===== src/rtl/vga_timing_gen.sv =====
// SVGA raster timing generator: 11-bit h/v counters, blank-forced coordinates,
// and a pix_en-gated delay line that aligns sync/de with the downstream colour pipeline.
module vga_timing_gen #(
    parameter int H_ACTIVE   = 800,
    parameter int H_FP       = 56,
    parameter int H_SYNC     = 120,
    parameter int H_BP       = 64,
    parameter int V_ACTIVE   = 600,
    parameter int V_FP       = 37,
    parameter int V_SYNC     = 6,
    parameter int V_BP       = 23,
    parameter bit H_POL      = 1'b1,
    parameter bit V_POL      = 1'b1,
    parameter int PIPE_DELAY = 2
) (
    input  logic       clk,
    input  logic       reset_n,
    input  logic       pix_en,
    output logic [9:0] pixel_x,
    output logic [9:0] pixel_y,
    output logic       hsync,
    output logic       vsync,
    output logic       de,
    output logic       vblank,
    output logic       frame_start
);

    localparam logic [10:0] H_ACT_C   = 11'(H_ACTIVE);
    localparam logic [10:0] H_SYNC_LO = 11'(H_ACTIVE + H_FP);
    localparam logic [10:0] H_SYNC_HI = 11'(H_ACTIVE + H_FP + H_SYNC);
    localparam logic [10:0] H_LAST    = 11'(H_ACTIVE + H_FP + H_SYNC + H_BP - 1);
    localparam logic [10:0] V_ACT_C   = 11'(V_ACTIVE);
    localparam logic [10:0] V_SYNC_LO = 11'(V_ACTIVE + V_FP);
    localparam logic [10:0] V_SYNC_HI = 11'(V_ACTIVE + V_FP + V_SYNC);
    localparam logic [10:0] V_LAST    = 11'(V_ACTIVE + V_FP + V_SYNC + V_BP - 1);

    // Inactive level of the delay line: sync deasserted, de low.
    localparam logic [2:0] IDLE = {~H_POL, ~V_POL, 1'b0};

    logic [10:0] h_cnt;
    logic [10:0] v_cnt;
    logic        h_last;
    logic        v_last;
    logic        hsync_raw;
    logic        vsync_raw;
    logic        active_raw;
    logic [2:0]  raw;

    assign h_last = (h_cnt == H_LAST);
    assign v_last = (v_cnt == V_LAST);

    always_ff @(posedge clk or negedge reset_n) begin
        if (!reset_n) begin
            h_cnt       <= '0;
            v_cnt       <= '0;
            frame_start <= 1'b0;
        end else begin
            frame_start <= pix_en && h_last && v_last;
            if (pix_en) begin
                if (h_last) begin
                    h_cnt <= '0;
                    v_cnt <= v_last ? '0 : v_cnt + 11'd1;
                end else begin
                    h_cnt <= h_cnt + 11'd1;
                end
            end
        end
    end

    // Raw timing decode straight off the counter registers
    assign active_raw = (h_cnt < H_ACT_C) && (v_cnt < V_ACT_C);
    assign hsync_raw  = ((h_cnt >= H_SYNC_LO) && (h_cnt < H_SYNC_HI)) ? H_POL : ~H_POL;
    assign vsync_raw  = ((v_cnt >= V_SYNC_LO) && (v_cnt < V_SYNC_HI)) ? V_POL : ~V_POL;
    assign raw        = {hsync_raw, vsync_raw, active_raw};

    // Blanking parks the scaler address at 0 so its prefetch is harmless.
    assign pixel_x = (h_cnt < H_ACT_C) ? h_cnt[9:0] : '0;
    assign pixel_y = (v_cnt < V_ACT_C) ? v_cnt[9:0] : '0;
    assign vblank  = (v_cnt >= V_ACT_C);

    generate
        if (PIPE_DELAY == 0) begin : g_nodly
            assign {hsync, vsync, de} = raw;
        end else begin : g_dly
            logic [2:0] dly_p [PIPE_DELAY];

            always_ff @(posedge clk or negedge reset_n) begin
                if (!reset_n) begin
                    for (int i = 0; i < PIPE_DELAY; i++) dly_p[i] <= IDLE;
                end else if (pix_en) begin
                    dly_p[0] <= raw;
                    for (int i = 1; i < PIPE_DELAY; i++) dly_p[i] <= dly_p[i-1];
                end
            end

            assign {hsync, vsync, de} = dly_p[PIPE_DELAY-1];
        end
    endgenerate

endmodule

===== config.mk =====
export PLATFORM = sky130hd
export DESIGN_NAME = vga_timing_gen
export DESIGN_NICKNAME = d
export VERILOG_FILES = /design/src/rtl/vga_timing_gen.sv
export SDC_FILE = /design/constraint.sdc
export NUM_CORES = 1
export LEC_CHECK = 0
export CORE_ASPECT_RATIO = 0.75
export CORE_UTILIZATION = 45
export CTS_BUF_LIST = sky130_fd_sc_hd__clkbuf_8 sky130_fd_sc_hd__clkbuf_16
export DETAILED_ROUTE_END_ITERATION = 8
export PLACE_DENSITY = 0.79
export SYNTH_ARGS = -nofsm -noshare
export SYNTH_HDL_FRONTEND = slang
export SYNTH_SLANG_ARGS = --single-unit

===== constraint.sdc =====
create_clock -name clk -period 2.8 [get_ports clk]
set_clock_uncertainty 0.1 [all_clocks]
set_input_delay 0.56 -clock clk [delete_from_list [all_inputs] [get_ports clk]]
set_output_delay 0.56 -clock clk [all_outputs]
set_load 0.03 [all_outputs]

After elaboration in Yosys (flattened, before gate mapping)
Index checks and enable logic that the tools add are counted.
{"block": "totals", "in_bits": 3, "output_inout_bits": 25, "wordCells": 28, "regBits": 29}
{"block": "classes", "magnitude_cmp": 7, "n_eq_ne": 2, "mux": 6, "reduce_logical": 6, "add_sub_neg": 2}
{"cell": "11-bit by 10-bit < comparator with 1-bit output, second input constant", "n": 4}
{"cell": "11-bit by 10-bit >= comparator with 1-bit output, second input constant", "n": 3}
{"cell": "11-bit by 1-bit adder with 11-bit output, second input constant", "n": 2}
{"cell": "11-bit 2-to-1 mux", "n": 2}
{"cell": "10-bit 2-to-1 mux", "n": 2}
{"cell": "11-bit by 10-bit == test with 1-bit output, second input constant", "n": 1}
{"cell": "11-bit == test, second input constant", "n": 1}
{"cell": "1-bit logical AND", "n": 5}
{"cell": "1-bit 2-to-1 mux", "n": 2}
{"cell": "2-bit AND reduction", "n": 1}

Depth between registers and ports, before layout
Gate-level depths: netlist of the first run.
{"block": "depth", "word_depth": 3, "depth_mapped": 7, "ltp_nobuf": 6}

Least setup slack after synthesis of the first run
Ideal clock, no wire load.
{"block": "synth_timing", "path_kind": "register to output", "startpoint": "reg h_cnt[5]", "endpoint": "out pixel_x[0]", "stages_incl_launch_ff": 7, "required_ns": 2.140, "arrival_time_ns": 1.436, "slack_ns": 0.704, "path_buffers": 2, "path_cell_list": "dfrtp_1 -> buf_2 -> nor3_4 -> nor2_1 -> nor2_1 -> clkbuf_1 -> and2_1"}
{"block": "synth_via", "elab_chain_len": 2}
{"element": "from (decl)", "line": "40", "source": "logic [10:0] h_cnt;"}
{"element": "from (signal assigned)", "line": "64", "source": "h_cnt <= h_cnt + 11'd1;"}
{"element": "11-bit by 10-bit < comparator with 1-bit output", "line": "77", "source": "assign pixel_x = (h_cnt < H_ACT_C) ? h_cnt[9:0] : '0;"}
{"element": "10-bit 2-to-1 mux", "line": "77"}
{"element": "to (decl)", "line": "19", "source": "output logic [9:0] pixel_x,"}
No other way between the ends.

Final worst setup path of the first run
{"block": "layout_timing", "startpoint": "reg v_cnt[3]", "endpoint": "out vblank"}
{"block": "layout_via", "elab_chain_len": 1}
{"element": "from (decl)", "line": "41", "source": "logic [10:0] v_cnt;"}
{"element": "from (signal assigned)", "line": "62", "source": "v_cnt <= v_last ? '0 : v_cnt + 11'd1;"}
{"element": "11-bit by 10-bit >= comparator with 1-bit output", "line": "79", "source": "assign vblank = (v_cnt >= V_ACT_C);"}
{"element": "to (decl)", "line": "24", "source": "output logic vblank,"}
No other way between the ends.

==> results of run 1 <==
## flip-flops by register name, summed over array words and instances (netlist names)
name and cells:
h_cnt 11, v_cnt 11, g_dly.dly_p 3, de 1
frame_start 1, hsync 1, vsync 1
## cell type report
type / instances / area, sq um / area share [%]
timing repair buffer: 32 / 272.8 / 12.53
tap: 52 / 65.06 / 2.989
multi-input combinational: 144 / 955.9 / 43.91
clock inverter: 2 / 33.78 / 1.552
clock buffer: 6 / 82.58 / 3.793
inverter: 11 / 41.29 / 1.897
sequential: 29 / 725.7 / 33.33
## cell usage after synthesis, drive strengths merged, types with 2 or more instances
cell    number  area share, %
nor2b        2           0.70
mux2i        4            2.2
inv         11            2.3
dfrtp       29             41
buf          7            2.8
mux2         3            1.9
nor2         7            1.5
xor2         2           0.98
xnor2        4            2.0
nand2b       2           0.70
clkbuf       5            1.0
nand3       12            3.6
ha           5            3.5
and3         3            1.0
and4         4            2.1
nand2       14            2.9
and2        20            7.0
nand4       12            4.5
or4b         3            1.7
o21ai       14            3.9
or3          2           0.70
nor3         4            1.7
nor3b        3            1.8
a21oi       12            3.4
a211oi       2           0.84
## stage by stage
| step | hold WS (ns) | total power (W) | utilization, % | setup WS [ns] |
|---|---|---|---|---|
| after floorplan | 0.1644 | 0.0006750 | - | 0.7037 |
| after global placement | 0.3806 | 0.0007545 | 55.55 | 0.2964 |
| after detailed placement | 0.3871 | 0.0007621 | 55.55 | 0.2522 |
| after CTS | 0.4032 | 0.001185 | 58.33 | 0.1951 |
| after global routing | 0.4264 | 0.001226 | 58.33 | 0.05123 |
| final | 0.4029 | 0.001173 | 58.33 | 0.1821 |
## cells in the final DEF, fill, tap and decap left out, drive strengths merged, types with 2 or more instances in the layout
master and instances:
nand4 12, xor2 2, mux2 3, nor2b 2, nor3 4, dlygate4sd2 10
ha 5, xnor2 4, dfrtp 29, or4b 3, and2 20, mux2i 4
buf 14, nor2 7, clkdlybuf4s50 8, clkbuf 6, and4 4, nand2b 2
a211oi 2, nor3b 3, inv 12, a21oi 12, nand2 14, or3 2
nand3 12, and3 3, o21ai 14
## kinds of logic (layout without fill, tap and decap cells)
kind of cell / Yosys count / after routing
compound gates: 35 / 35
xor+xnor: 6 / 6
fa+ha+maj: 5 / 5
buf+inv: 23 / 51
flops: 29 / 29
mux: 7 / 7
simple gates: 91 / 91
## how the worst min path moves through the flow
stage,startpoint,endpoint,slack (ns),cells after the start
detailed placement,g_dly.dly_p[3],de,0.39,1
finish,g_dly.dly_p[3],de,0.40,1
global placement,g_dly.dly_p[3],de,0.38,1
CTS,g_dly.dly_p[3],de,0.40,1
floorplan,reset_n,de,0.16,0
global route,hsync,hsync,0.43,1
## worst reg2reg max path: cells and delay by family, from the launching register on
family / cells / cell delay (ns)
flip-flops: 1 / 0.45
AO/OA/AOI/OAI: 1 / 0.31
multiplexers: 1 / 0.11
AND/OR/NAND/NOR: 2 / 1.02
## power by group through the flow
stage	clock network, W	logic [W]	registers (W)
floorplan	0	0.000188	0.000487
global placement	0	0.000239	0.000516
detailed placement	0	0.000247	0.000515
CTS	0.000454	0.000223	0.000508
global route	0.000472	0.000239	0.000516
finish	0.000444	0.000220	0.000509
## per-layer routing
layer	global-route usage, %	vias to the layer above	part of all wire [%]
li1	-	745	-
met1	30.54	697	53
met2	26.00	44	41
met3	4.309	6	5.0
met4	7.278	0	1.6
met5	0	-	0
## what timing repair did
item,in CTS,in global routing
setup buffers,0,0
gates resized for setup,10,0
setup endpoints to repair,10,0
==> flow_summary_export.csv, run 1 <==
group,metric,value,unit
job,cap_violations,0,
power_and_ir_drop,vdd_drop_max,321.9,uV
floorplan,die_width,74.86,um
cells_and_area,drive_gt1_share,13.84,%
synthesis,synth_fa_ha_area_share,3.492,%
synthesis,synth-xor-area-share,2.933,%
power_and_ir_drop,p_sw_share,29.47,%
timing,worst_pin_slew,0.5516,ns
setup_path,required,2.14,ns
setup_path,reg2reg_from,"v_cnt[5]",
clock_tree,htreeDepth,2,
cells_and_area,fin_area,2177,sq um
timing,setup_tns,0,ns
placement,dp.cells,268,
floorplan,start_util,48.01,%
synthesis,muxShareOfSynthArea,4.120,%
setup_path,cp_slowest_cell,"clkdlybuf4s50_1",
floorplan,die-area,4240,sq um
timing,slew_viol_final,0,
drt,via_per_inst,5.406,
clock_tree,clockBufferDepth,2,
hold_path,hp-class,"register to register",
setup_path,critPathArrivalTime,1.96,ns
power_and_ir_drop,power.internal,0.0008270,W
global_routing,grtUsageTotal,19.60,%
setup_path,cp_common_cell,"a21oi_1",
timing,rsz0062_at_grt,"no",
synthesis,async_flop_share,100.0,%
global_routing,grt_overflow,0,
clock_tree,clkLatencyLatePin,0.28,ns
drt,totalWireLength,3.759,mm
setup_path,endpoint_kind,"primary output",
setup_path,crit_family,"buffers and inverters",
placement,globalplace.congestion,0.8740,
clock_tree,cts_tree,"built",
global_routing,grt_max_degree,30,
setup_path,rrSetupSlack,0.67,ns
timing,final-setup-viol-count,0,
power_and_ir_drop,p_sw,0.0003456,W
drt,avgRoutedWirePerCell,13.62,um
drt,via_count,1492,
setup_path,worstPathMaxFanout,12,
global_routing,antenna_found_initial,0,
floorplan,rows,19,
setup_path,critPathBufInv,2,
drt,route.detailed.drc,0,
setup_path,r2r-end,"v_cnt[3]",
synthesis,synth_nets,204,
setup_path,worstPathCellList,"a21oi_1 > o21ai_0 > a21oi_1 > inv_1 > clkdlybuf4s50_1",
synthesis,synth-simple-area-share,31.56,%
floorplan,die_h,56.65,um
status,status,"finished clean",
clock_tree,cts_buffers,5,
placement,place_area,2073,sq um
synthesis,ys_warn_count,0,
drt,firstDrtPassIters,4,
drt,ant_nets,0,
timing,max_slew_margin,62.94,%
placement,dpl.hpwl,2.639,mm
drt,drt_iter0_drc,152,
clock_tree,cts.sink_count,29,
power_and_ir_drop,combPwrFrac,18.7,%
placement,io_buffers,27,
setup_path,cp_num_cells,5,
synthesis,synth-edff-count,0,
cells_and_area,antenna_cells,0,
cells_and_area,fillers,350,
synthesis,postSynthCellCount,196,
setup_path,startpoint,"v_cnt[3]",
synthesis,synth-compound-area-share,11.24,%
clock_tree,clk_pin_slew_worst_paths,0.06,ns
synthesis,synth_top_family_by_area,"simple AND/OR/NAND/NOR gates",
synthesis,postSynthAreaPerCell,9.141,sq um
setup_path,crit_type,"register to primary output",
cells_and_area,fin_nets,231,
power_and_ir_drop,clock_power_share,37.8,%
synthesis,synth-seq-area-share,40.50,%
synthesis,synth_seq_cells,29,
setup_path,crit_path_end,"vblank",
setup_path,ff2ff_path_depth,4,
synthesis,syn_area,1792,sq um
timing,fin_crit_sh,93.50,%
synthesis,synth-main-ff-cell,"dfrtp_1",
power_and_ir_drop,power.density,538.6,nW/um^2
timing,period_minus_slack,2.618,ns
clock_tree,clockRootBuffer,"clkbuf_8",
global_routing,grt_pass1_vias,1286,
power_and_ir_drop,p_leak,0.9784,nW
cells_and_area,fin_cells,276,
setup_path,cpPeakStageDelay,0.59,ns
cells_and_area,syn2layout_area_growth,21.51,%
floorplan,num_io_pins,28,
timing,finalHoldViolCount,0,
global_routing,grt_pass1_wl,6.279,mm
synthesis,synth_cell_type_count,43,
power_and_ir_drop,seqPwrFrac,43.4,%
setup_path,start_kind,"register",
clock_tree,cts_hold_buf,0,
floorplan,core,3732,sq um
timing,max_freq,382.0,MHz
(Power assumes the default switching activity.)
==> run 2, diff against run 1 <==
Settings changed: CTS_BUF_LIST sky130_fd_sc_hd__clkbuf_8 sky130_fd_sc_hd__clkbuf_16 to default.
==> flow_summary_export.csv, run 2 (synthesis gave the netlist of run 1 again) <==
group,metric,value,unit
global_routing,grtUsageTotal,19.60,%
clock_tree,clockBufferDepth,2,
cells_and_area,antenna_cells,0,
job,cap_violations,0,
cells_and_area,layout_common_cells,"dfrtp_1 (29), and2_1 (20), nand2_1 (14), buf_4 (14), o21ai_0 (13)",
setup_path,cp_common_cell,"a21oi_1",
setup_path,required,2.14,ns
power_and_ir_drop,total_power,0.001176,W
placement,io_buffers,27,
floorplan,die-area,4240,sq um
timing,final-setup-viol-count,0,
floorplan,rows,19,
timing,period_minus_slack,2.618,ns
cells_and_area,drive_gt1_share,13.84,%
power_and_ir_drop,vdd_drop_max,321.9,uV
hold_path,min_from,"g_dly.dly_p[3]",
placement,globalplace.congestion,0.8740,
floorplan,start_util,48.01,%
global_routing,grt_overflow,0,
floorplan,core,3732,sq um
timing,max_freq,382.0,MHz
floorplan,die_width,74.86,um
setup_path,crit_type,"register to primary output",
setup_path,ff2ff_path_depth,4,
setup_path,cpPeakStageDelay,0.59,ns
power_and_ir_drop,p_leak,0.9742,nW
setup_path,reg2reg_from,"v_cnt[5]",
timing,max_slew_margin,62.94,%
drt,ant_nets,0,
clock_tree,post_cts_buffers,0,
floorplan,die_h,56.65,um
status,status,"finished clean",
timing,worst_pin_slew,0.5516,ns
hold_path,hold_depth,1,
timing,fin_crit_sh,93.50,%
setup_path,critPathBufInv,2,
setup_path,worstPathCellList,"a21oi_1 > o21ai_0 > a21oi_1 > inv_1 > clkdlybuf4s50_1",
drt,avgRoutedWirePerCell,13.62,um
setup_path,critPathArrivalTime,1.96,ns
clock_tree,clkLatencyLatePin,0.28,ns
drt,via_count,1492,
timing,finalHoldViolCount,0,
clock_tree,htreeDepth,2,
drt,drt_iter0_drc,155,
floorplan,num_io_pins,28,
setup_path,cp_slowest_cell,"clkdlybuf4s50_1",
cells_and_area,fin_util,58.33,%
cells_and_area,top_regs,"h_cnt: 11 flops, v_cnt: 11 flops, g_dly.dly_p: 3 flops",
cells_and_area,syn2layout_area_growth,21.51,%
placement,dp.cells,268,
setup_path,cp_num_cells,5,
setup_path,worstPathMaxFanout,12,
global_routing,grt_pass1_vias,1286,
setup_path,startpoint,"v_cnt[3]",
clock_tree,cts.sink_count,29,
hold_path,hp-class,"register to register",
timing,setup_tns,0,ns
setup_path,start_kind,"register",
global_routing,grt_pass1_wl,6.279,mm
drt,route.detailed.drc,0,
drt,firstDrtPassIters,4,
cells_and_area,fin_nets,231,
global_routing,grt_max_degree,30,
placement,dpl.hpwl,2.639,mm
timing,slew_viol_final,0,
clock_tree,clk_pin_slew_worst_paths,0.06,ns
clock_tree,cts_tree,"built",
drt,via_per_inst,5.406,
setup_path,crit_family,"buffers and inverters",
cells_and_area,fin_cells,276,
clock_tree,cts_buffers,5,
clock_tree,clockRootBuffer,"clkbuf_8",
cells_and_area,final_common_cell,"dfrtp_1",
global_routing,antenna_found_initial,0,
power_and_ir_drop,power.density,540.2,nW/um^2
drt,totalWireLength,3.760,mm
setup_path,endpoint_kind,"primary output",
timing,rsz0062_at_grt,"no",
-- run 2: report_power, final --
group          total (W)  switching (W)  internal, W
clock network   0.000447       0.000158     0.000290
registers       0.000509      0.0000581     0.000451
logic           0.000220       0.000130    0.0000900
total            0.00118       0.000345     0.000831
-- run 2: worst paths after layout --
kind / to / slack (ns)
max: vblank / 0.18
max in group asynchronous: de / 1.77
min reg2reg: de / 0.40
min in group asynchronous: v_cnt[5] / 0.56
min: de / 0.40
max reg2reg: v_cnt[3] / 0.67
-- run 2: timing repair --
item                                    4_1_cts  5_1_grt
gates resized for setup                      10        0
hold buffers                                  0        0
endpoints found under the setup margin       10        0
-- run 2: per-stage QoR --
stage	area, sq um	setup WS (ns)	hold WS (ns)
6_report	2177	0.1821	0.4030
5_1_grt	2177	0.05123	0.4264
4_1_cts	2177	0.1951	0.4034
3_5_place_dp	2073	0.2522	0.3871
3_3_place_gp	2073	0.2964	0.3806
2_1_floorplan	1792	0.7037	0.1644
-- run 2: metal layers --
metal	GRT usage, %	up-vias	routed length [um]
met2	26.00	44	1537
li1	-	745	-
met1	30.54	697	1976
met4	7.278	0	59
met3	4.309	6	187
met5	0	-	0
-- run 2: final cells by class --
type | instances | area [sq um]
Inverter | 11 | 41.29
Sequential cell | 29 | 725.7
Multi-Input combinational cell | 144 | 955.9
Tap cell | 52 | 65.06
Clock buffer | 7 | 86.33
Timing Repair Buffer | 32 | 272.8
Fill cell | 350 | 1555
Clock inverter | 1 | 30.03
-- run 2: worst reg2reg max path: stages (launching register included) --
cell and delay (ns):
dfrtp_1 0.45, nor3_1 0.50, nand4_1 0.52, a21oi_1 0.31, mux2i_1 0.11
